### config.mk
export PLATFORM = sky130hd
export DESIGN_NAME = serial_receiver
export DESIGN_NICKNAME = d
export VERILOG_FILES = /design/src/rtl/serial_link_pkg.sv /design/src/rtl/rx_shift_reg.sv /design/src/rtl/serial_receiver.sv
export SDC_FILE = /design/constraint.sdc
export NUM_CORES = 1
export LEC_CHECK = 0
export ABC_AREA = 0
export BUFFER_PORTS_ARGS = -buffer_cell sky130_fd_sc_hd__buf_2
export CAP_MARGIN = 15
export CORE_MARGIN = 5
export CORE_UTILIZATION = 56
export CTS_BUF_LIST = sky130_fd_sc_hd__clkbuf_8
export DETAILED_ROUTE_END_ITERATION = 16
export PLACE_DENSITY_LB_ADDON = 0.2
export SYNTH_ARGS = -nofsm -noshare
export SYNTH_HDL_FRONTEND = slang
export SYNTH_SLANG_ARGS = --single-unit
### constraint.sdc
create_clock -name clk -period 1.65 [get_ports clk]
set_input_delay 0.33 -clock clk [delete_from_list [all_inputs] [get_ports clk]]
set_output_delay 0.33 -clock clk [all_outputs]
set_load 0.1 [all_outputs]
### src/rtl/serial_link_pkg.sv
// Shared definitions for both ends of the strobe-qualified serial link.
// The word size is common to the sender and the receiver.
package serial_link_pkg;

    localparam int SERIAL_WORD_W = 7;

    typedef enum logic {
        IDLE = 1'b0,
        RECV = 1'b1
    } rx_state_t;

endpackage

### src/rtl/rx_shift_reg.sv
// Indexed capture register for the serial receiver.
// Each accepted bit is written to the slot chosen by its position within the word.
// Position 0 maps to index 1, so the first bit received lands in word[1].
module rx_shift_reg
    import serial_link_pkg::*;
#(
    parameter int WIDTH = SERIAL_WORD_W,
    parameter int CNT_W = $clog2(WIDTH)
) (
    input  logic             clk,
    input  logic             rst,
    input  logic             load,
    input  logic             clear,
    input  logic [CNT_W-1:0] load_pos,
    input  logic             bit_in,
    output logic [1:WIDTH]   word
);

    // Clear on reset or abort; otherwise write bit_in into the addressed slot only
    always_ff @(posedge clk) begin
        if (rst || clear) begin
            word <= '0;
        end else if (load) begin
            for (int i = 1; i <= WIDTH; i++) begin
                if (int'(load_pos) == i - 1) begin
                    word[i] <= bit_in;
                end
            end
        end
    end

endmodule

### src/rtl/serial_receiver.sv
// Receiving end of the strobe-qualified serial link.
// Collects WIDTH strobed bits, presents the finished word with a one-cycle
// data_valid pulse and reports a strobe drop mid-word on frame_err.
// Optional feature macro: SERIAL_RX_FRAME_ERR_EN. When it is defined, frame_err
// pulses on an aborted word; when it is undefined, frame_err is tied low.
module serial_receiver
    import serial_link_pkg::*;
#(
    parameter int WIDTH = SERIAL_WORD_W
) (
    input  logic           clk,
    input  logic           rst,
    input  logic           data_line,
    input  logic           strobe,
    output logic [1:WIDTH] data_out,
    output logic           data_valid,
    output logic           frame_err,
    output logic           busy
);

    localparam int              CNT_W    = $clog2(WIDTH);
    localparam logic [CNT_W-1:0] LAST_CNT = CNT_W'(WIDTH - 1);

    rx_state_t        state;
    rx_state_t        state_next;
    logic [CNT_W-1:0] bit_cnt;
    logic [CNT_W-1:0] cnt_next;
    logic             sr_load;
    logic             sr_clear;
    logic             word_done;
    logic [1:WIDTH]   sr_word;
    logic [1:WIDTH]   full_word;

    rx_shift_reg #(
        .WIDTH (WIDTH),
        .CNT_W (CNT_W)
    ) u_shift (
        .clk      (clk),
        .rst      (rst),
        .load     (sr_load),
        .clear    (sr_clear),
        .load_pos (bit_cnt),
        .bit_in   (data_line),
        .word     (sr_word)
    );

    // The last bit has not reached the capture register yet, so splice it in directly
    always_comb begin
        full_word        = sr_word;
        full_word[WIDTH] = data_line;
    end

    // Next-state logic: capture strobed bits, finish on the last one, abort on a strobe drop
    always_comb begin
        state_next = state;
        cnt_next   = bit_cnt;
        sr_load    = 1'b0;
        sr_clear   = 1'b0;
        word_done  = 1'b0;
        case (state)
            IDLE: begin
                if (strobe) begin
                    sr_load    = 1'b1;
                    cnt_next   = CNT_W'(1);
                    state_next = RECV;
                end
            end
            RECV: begin
                if (strobe) begin
                    sr_load = 1'b1;
                    if (bit_cnt == LAST_CNT) begin
                        word_done  = 1'b1;
                        cnt_next   = '0;
                        state_next = IDLE;
                    end else begin
                        cnt_next = bit_cnt + 1'b1;
                    end
                end else begin
                    sr_clear   = 1'b1;
                    cnt_next   = '0;
                    state_next = IDLE;
                end
            end
            default: begin
                cnt_next   = '0;
                state_next = IDLE;
            end
        endcase
    end

    // State, bit counter and registered word outputs; reset discards any partial word silently
    always_ff @(posedge clk) begin
        if (rst) begin
            state      <= IDLE;
            bit_cnt    <= '0;
            data_out   <= '0;
            data_valid <= 1'b0;
        end else begin
            state      <= state_next;
            bit_cnt    <= cnt_next;
            data_valid <= word_done;
            if (word_done) begin
                data_out <= full_word;
            end
        end
    end

`ifdef SERIAL_RX_FRAME_ERR_EN
    logic frame_err_r;

    // Pulse for one cycle after the edge where strobe was seen low mid-word
    always_ff @(posedge clk) begin
        if (rst) begin
            frame_err_r <= 1'b0;
        end else begin
            frame_err_r <= sr_clear;
        end
    end

    assign frame_err = frame_err_r;
`else
    assign frame_err = 1'b0;
`endif

    assign busy = (state == RECV);

endmodule
==> impl_metrics.yaml, run 1 <==
yosys:
  synth_nets: 92
  synth_edf_count: 0
  yosysTopAreaCellShare: 0.4254
  ys_ff_latch: 18
  synth.most_common_cell: "dfxtp_1"
  ys_warn_count: 0
  yosys.area.top_type: "dfxtp_1"
  synth_sequential_area_ratio: 0.4254
  synth_ff_type: "dfxtp_1"
  synthCells: 87
  async_flop_share: 0
  avgSynthCellArea_um2: 9.736
  yosys-top-cells-area: "dfxtp_1 43%, mux2i_1 14%, nand2b_1 10%, nor2_1 3.1%, and4bb_2 3.0%"
  synthesis.area_um2: 847.1
  synth_commonest_cells: "18 x dfxtp_1, 14 x nand2b_1, 12 x mux2i_1"
  synth_cell_types: 26
min_path:
  min_path_type: "primary input to register"
  min_from: "data_line"
die:
  die_area_um2: 2390
  io_pins: 14
  die_w_um: 48.89
  start_util: 0.5757
  die_height_um: 48.89
  rows: 14
  core-area_um2: 1471
detailed_routing:
  ant_nets: 0
  avgViaCountPerCell: 5.478
  first_pass_iters: 4
  drc_errors: 0
  routed_wl_mm: 1.441
  route.vias.total: 619
  drtIter0Drc: 11
  avgRoutedWirePerCell_um: 12.75
finish:
  n_fill_cell: 128
  fin_area_um2: 949.7
  nNetsFinal: 103
  regArea_um2: 361.6
  antenna_cells: 0
  drive_above_1_share: 0.2268
  area_growth_pct: 12.11
  final_cells: 113
  multi_input_area_um2: 437.9
setup_path:
  reg2reg_from: "bit_cnt[0]"
  critical_path_class: "register to register"
  setup.worst_path.start_class: "register"
  startpoint: "bit_cnt[0]"
  cp_max_fo: 11
  cp-end-kind: "register"
  cp.required_ns: 1.83
  crit_arrival_ns: 1.64
timing:
  rsz0062_at_grt: "false"
  max_freq_ghz: 0.6845
  finalMaxSlewViolations: 0
  setup_violations: 0
  hold_viol: 0
  post-route-period-util: 0.8855
  min_period_ns: 1.461
  fin_skew_ns: 0.002871
  final.setup.tns_ns: 0
clock_network:
  cts_tree: "done"
  clkTransAtPathRegs_ns: 0.06
  htreeDepth: 1
  clkSinkCount: 18
  root_buffer: "clkbuf_8"
  post_cts_buffers: 0
  ctsHoldBuffers: 0
  cts_buffers: 3
  cts.repair.resized: 0
  clkLatencyLatePin_ns: 0.25
  clock_path_buffers: 2
status:
  status: "completed"
power:
  p_leak_nw: 0.3814
  peakVddDrop_v: 0.0006688
  p_per_area_nw_per_um2: 916.7
placement:
  post_dp_cell_area_um2: 894.6
  port_buffers: 12
  dp.cells: 109
  dpl.hpwl_um: 977.4
  place_congestion: 0.6869
global_route:
  grt_start_max_net_pins: 21
  grtUsageTotal: 0.1318
  overflow: 0
  antenna_found_initial: 0
  grt_first_pass_wirelength_mm: 2.566
  grt_pass1_vias: 576
job:
  cap_viol_max_count: 0
where the power goes:
group | internal [mW] | total [mW] | switching (mW)
Sequential | 0.441 | 0.451 | 0.0102
Clock | 0.212 | 0.352 | 0.140
Combinational | 0.0248 | 0.0674 | 0.0426
Total | 0.677 | 0.871 | 0.193
worst max-delay path, stage by stage (launching register included):
cell	delay [ns]
dfxtp_1	0.51
and2_1	0.18
ha_1	0.21
or3_1	0.36
a21oi_1	0.14
worst paths after layout:
kind,end,slack [ns],depth (start not counted)
max,bit_cnt[2],0.19,4
min,u_shift.word[4],0.40,3
max reg2reg,bit_cnt[2],0.19,4
min reg2reg,data_out[3],0.47,2
layer usage:
layer / track usage / wire length (um) / vias up
li1: - / - / 314
met1: 0.1667 / 670 / 291
met2: 0.2152 / 693 / 12
met3: 0.03670 / 69 / 2
met4: 0.04036 / 8 / 0
met5: 0 / 0 / -
per-stage QoR:
| step | power, mW | setup slack (ns) | hold WS, ns | utilization |
|---|---|---|---|---|
| 3_3_place_gp | 0.5269 | 0.2671 | 0.4454 | 0.6080 |
| 4_1_cts | 0.8778 | 0.1745 | 0.4025 | 0.6454 |
| 6_report | 0.8706 | 0.1890 | 0.4034 | 0.6454 |
| 5_1_grt | 0.9134 | 0.09883 | 0.4293 | 0.6454 |
| 3_5_place_dp | 0.5282 | 0.2001 | 0.4607 | 0.6080 |
| 2_1_floorplan | 0.5156 | 0.2833 | 0.4368 | - |
final cells by class:
class,instances,share of cell area
Inverter,2,0.007905
Sequential cell,18,0.3808
Multi-Input combinational cell,60,0.4611
Clock buffer,4,0.05797
Tap cell,16,0.02108
Timing Repair Buffer,13,0.07115
registers in the layout, indices dropped and copies added, names as in the netlist:
signal	cells
bit_cnt	3
busy	1
data_out	7
data_valid	1
u_shift.word	6
cells by family after synthesis:
family                   count (synthesis)  share of synthesized area
AO/OA/AOI/OAI                            8                    0.05906
multiplexers                            12                     0.1418
adder cells (fa/ha/maj)                  1                    0.01477
flip-flops                              18                     0.4254
AND/OR/NAND/NOR                         38                     0.2969
buffers and inverters                    9                    0.05761
other                                    1                   0.004427
cell usage in the layout, fill, tap and decap left out, types with 2 or more instances in the layout:
master and instances:
nand2_1 4, nor4bb_1 2, a21o_1 2, and4bb_2 2
dfxtp_1 17, a21oi_1 3, nand2b_1 14, inv_1 2
nand4b_1 2, buf_2 12, mux2i_1 12, clkbuf_8 4
a211oi_1 2, nor2_1 7
Note: power is estimated with default switching activity, not from simulation.
==> inputs of run 2 (changes only) <==
--- a/config.mk
+++ b/config.mk
@@ -9,5 +9,5 @@
 export BUFFER_PORTS_ARGS = -buffer_cell sky130_fd_sc_hd__buf_2
 export CAP_MARGIN = 15
-export CORE_MARGIN = 5
+export CORE_MARGIN = 1
 export CORE_UTILIZATION = 56
 export CTS_BUF_LIST = sky130_fd_sc_hd__clkbuf_8
==> constraint.sdc (replaced) <==
create_clock -name clk -period 1.65 [get_ports clk]
set_input_delay 0.33 -clock clk [delete_from_list [all_inputs] [get_ports clk]]
set_output_delay 0.33 -clock clk [all_outputs]
set_load 0.01 [all_outputs]
==> impl_metrics.yaml, run 2 (same netlist as run 1, synthesis figures left out) <==
global_route:
  overflow: 0
  grt_start_max_net_pins: 21
  grt_first_pass_wirelength_mm: 2.201
  grt_pass1_vias: 499
  antenna_found_initial: 0
  grtUsageTotal: 0.2025
setup_path:
  setup.worst_path.start_class: "register"
  critical_path_class: "register to register"
  cp_max_fo: 11
  crit_arrival_ns: 1.64
  cp-end-kind: "register"
  cp.required_ns: 1.83
finish:
  top_regs: "data_out: 7 flops, u_shift.word: 6 flops, bit_cnt: 3 flops"
  fin_util: 0.6960
  regArea_um2: 360.3
  final_cells: 111
  top_register: "data_out"
  nNetsFinal: 102
  largest_reg_flops: 7
  n_fill_cell: 124
  antenna_cells: 0
  area_growth_pct: 10.93
  drive_above_1_share: 0.2083
  multi_input_area_um2: 437.9
  layout_common_cells: "18 x dfxtp_1, 14 x nand2b_1, 12 x mux2i_1, 12 x buf_2, 7 x nor2_1"
  final_common_cell: "dfxtp_1"
clock_network:
  clkSinkCount: 18
  ctsHoldBuffers: 0
  clkTransAtPathRegs_ns: 0.07
  htreeDepth: 1
  cts_tree: "done"
  cts.repair.resized: 0
  post_cts_buffers: 0
  root_buffer: "clkbuf_8"
  clock_path_buffers: 2
  cts_buffers: 3
  clkLatencyLatePin_ns: 0.25
timing:
  rsz0062_at_grt: "false"
  setup_violations: 0
  fin_skew_ns: 0.0006396
  finalMaxSlewViolations: 0
  min_period_ns: 1.454
  max_freq_ghz: 0.6875
  final.setup.tns_ns: 0
  whs_ns: 0.3998
  hold_viol: 0
  post-route-period-util: 0.8815
placement:
  place_congestion: 0.7194
  dpl.hpwl_um: 890
  dp.cells: 107
  port_buffers: 12
detailed_routing:
  avgRoutedWirePerCell_um: 12.08
  avgViaCountPerCell: 5.396
  ant_nets: 0
  drc_errors: 0
  first_pass_iters: 4
  route.vias.total: 599
  routed_wl_mm: 1.341
  drtIter0Drc: 6
power:
  p_per_area_nw_per_um2: 907.3
  peakVddDrop_v: 0.0005385
  p_leak_nw: 0.3763
die:
  die_area_um2: 1672
  start_util: 0.6274
  die_height_um: 40.89
  io_pins: 14
  core-area_um2: 1350
  rows: 13
  die_w_um: 40.89
min_path:
  min_path_type: "primary input to register"
job:
  cap_viol_max_count: 0
status:
  status: "completed"
[run 2: cell count changes in the layout (fill, tap and decap cells not counted), sizes merged]
cell  before  now
buf       13   12
[run 2: final cells by class]
cell class / count / area share
clock buffer: 4 / 0.05859
inverter: 2 / 0.007989
multi-input combinational: 60 / 0.4660
sequential: 18 / 0.3835
tap: 15 / 0.01997
timing repair buffer: 12 / 0.06391
[run 2: final timing paths]
check,cells after the start,startpoint,slack (ns),end
setup / recovery,4,bit_cnt[0],0.20,bit_cnt[2]
hold / removal,3,data_line,0.40,u_shift.word[4]
setup reg to reg,4,bit_cnt[0],0.20,bit_cnt[2]
hold reg to reg,2,u_shift.word[4],0.46,u_shift.word[4]
[run 2: layer usage]
metal	vias to the layer above	routed length, um	GRT usage
li1	310	-	-
met1	274	688	0.2967
met2	13	585	0.2813
met3	2	52	0.06522
met4	0	14	0.05000
met5	-	0	0
[run 2: critical path: stages, from the launching register on]
cell	delay, ns
dfxtp_1	0.49
and2_1	0.18
ha_1	0.21
or3_1	0.37
a21oi_1	0.14
[run 2: report_power, final]
part	total (mW)	switching, mW	internal, mW
sequential	0.450	0.00982	0.441
combinational	0.0478	0.0246	0.0232
clock	0.354	0.142	0.212
total	0.853	0.177	0.676
[run 2: per-stage QoR]
step / total power [mW] / setup WS, ns / cell area (um^2)
3_5_place_dp: 0.5081 / 0.1942 / 884.6
6_report: 0.8526 / 0.1955 / 939.7
3_3_place_gp: 0.5070 / 0.2597 / 884.6
2_1_floorplan: 0.4975 / 0.2833 / 847.1
5_1_grt: 0.8903 / 0.09898 / 939.7
4_1_cts: 0.8631 / 0.1812 / 939.7
==> inputs of run 3 (changes only) <==
Settings changed: CORE_UTILIZATION 56 to 51.
Clock period 1.65 ns to 1.2 ns, I/O delays scaled along.
==> impl_metrics.yaml, run 3 (same netlist as run 1, synthesis figures left out) <==
placement:
  port_buffers: 12
  dpl.hpwl_mm: 1.015
  place_congestion: 0.7289
detailed_routing:
  drtIter0Drc: 4
  avgRoutedWirePerCell_um: 14.52
  drc_errors: 0
  routed_wl_mm: 1.786
  route.vias.total: 689
  first_pass_iters: 4
  avgViaCountPerCell: 5.602
  ant_nets: 0
timing:
  finalMaxSlewViolations: 0
  fin_skew_ns: 0.001751
  fin_ws_ns: -0.01638
  post-route-period-util: 1.014
  min_period_ns: 1.216
  hold_viol: 0
  setup_violations: 2
  rsz0062_at_grt: "true"
  max_freq_ghz: 0.8221
  whs_ns: 0.3047
power:
  peakVddDrop_v: 0.0008121
  seq_power_share: 0.504
  p_per_area_nw_per_um2: 1148
  combPwrFrac: 0.083
  internal_power_mw: 0.9478
  pwr-share-clk: 0.414
  p_switching_mw: 0.2703
  p_total_mw: 1.218
  p_leak_nw: 0.4433
  switching_share: 0.2219
global_route:
  overflow: 0
  antenna_found_initial: 0
  grtUsageTotal: 0.2134
  grt_start_max_net_pins: 21
  grt_first_pass_wirelength_mm: 2.870
  grt_pass1_vias: 650
finish:
  layout_common_cells: "16 x dfxtp_1, 14 x nand2b_1, 12 x mux2i_1, 12 x buf_2, 11 x buf_4"
  top_regs: "data_out: 7 flops, u_shift.word: 6 flops, bit_cnt: 3 flops"
  largest_reg_flops: 7
  final_common_cell: "dfxtp_1"
  top_register: "data_out"
  drive_above_1_share: 0.3458
  antenna_cells: 0
  nNetsFinal: 113
  area_growth_pct: 25.26
  n_fill_cell: 122
setup_path:
  crit_chain: "and2_4 -> ha_4 -> or3_1 -> a21oi_1"
  reg2reg_slack_ns: -0.02
  rr_worst_depth: 4
  cp-end-kind: "register"
  cp.required_ns: 1.39
  setup.worst_path.start_class: "register"
  critical_path_class: "register to register"
  crit_arrival_ns: 1.41
  crit_family: "simple AND/OR/NAND/NOR gates"
  reg2reg_from: "bit_cnt[1]"
  cp_max_fo: 7
  reg2reg_to: "bit_cnt[2]"
  path_buf_inv: 0
  crit_slowest_cell: "dfxtp_4"
  cpPeakStageDelay_ns: 0.36
min_path:
  min_path_type: "primary input to register"
  hold-path-cell-count: 3
  hold_end: "u_shift.word[4]"
  min_from: "data_line"
clock_network:
  htreeDepth: 1
  clkSinkCount: 18
  clkLatencyLatePin_ns: 0.26
  clock_path_buffers: 2
  root_buffer: "clkbuf_8"
  cts_buffers: 3
  clkTransAtPathRegs_ns: 0.07
  ctsHoldBuffers: 0
  cts_tree: "done"
die:
  rows: 14
  start_util: 0.5558
  die_height_um: 42.76
  die_w_um: 42.76
  io_pins: 14
  core-area_um2: 1524
  die_area_um2: 1828
status:
  violations: "setup timing"
  status: "complete, but fails checks"
job:
  cap_viol_max_count: 0
==> run 3: changes by cell type in the layout (fill, tap and decap cells not counted), sizes merged <==
cell  previous run  this run
buf             12        23
==> run 3: repair_timing <==
action / in CTS / in global routing
setup endpoints to repair: 8 / 9
resized for setup: 3 / 2
endpoints found under the hold margin: 0 / 0
cloned: 0 / 0
buffers inserted: 5 / 1
pin swaps: 1 / 2
==> run 3: worst max-delay path by stage <==
stage          slack, ns       start         endpoint  cells past startpoint
3_5_place_dp       -0.02  bit_cnt[1]       bit_cnt[2]                      4
2_1_floorplan      -0.01  bit_cnt[0]       bit_cnt[2]                      5
6_report           -0.02  bit_cnt[1]       bit_cnt[2]                      4
4_1_cts          -0.0001  bit_cnt[0]      data_out[5]                      3
3_3_place_gp       0.002      strobe  u_shift.word[2]                      4
5_1_grt            -0.07  bit_cnt[2]      data_out[5]                      3
==> run 3: layer usage <==
layer,vias to the layer above,track usage,wire (um)
met5,-,0,0
met4,0,0.1438,45
met3,7,0.05957,54
met2,18,0.3424,872
met1,330,0.2427,814
li1,334,-,-
==> run 3: power groups by stage <==
stage	clock, mW	sequential (mW)	combinational (mW)
6_report	0.504	0.613	0.101
5_1_grt	0.537	0.615	0.107
4_1_cts	0.513	0.613	0.0924
3_5_place_dp	0	0.632	0.0806
3_3_place_gp	0	0.631	0.0786
2_1_floorplan	0	0.627	0.0617
==> run 3: worst min-delay path: stages <==
cell and delay [ns]:
buf_2 0.15, nand3_1 0.08, a21oi_1 0.05
==> run 3: through the flow <==
step	instances	worst slack, ns	area (um^2)	setup TNS (ns)	util
after floorplan	87	-0.01310	873.3	-0.01310	-
after global placement	113	0.001722	940.9	0	0.6174
after detailed placement	113	-0.01678	940.9	-0.02435	0.6174
after CTS	122	-0.0001424	1040	-0.0002270	0.6823
after global routing	123	-0.07020	1061	-0.3777	0.6962
final	123	-0.01638	1061	-0.02055	0.6962
==> run 3: layout make-up <==
| class | count | area [um^2] | area share |
|---|---|---|---|
| Tap cell | 16 | 20.02 | 0.01887 |
| Multi-Input combinational cell | 60 | 467.9 | 0.4410 |
| Inverter | 2 | 7.507 | 0.007075 |
| Clock buffer | 4 | 55.05 | 0.05189 |
| Timing Repair Buffer | 23 | 142.6 | 0.1344 |
| Sequential cell | 18 | 367.9 | 0.3467 |
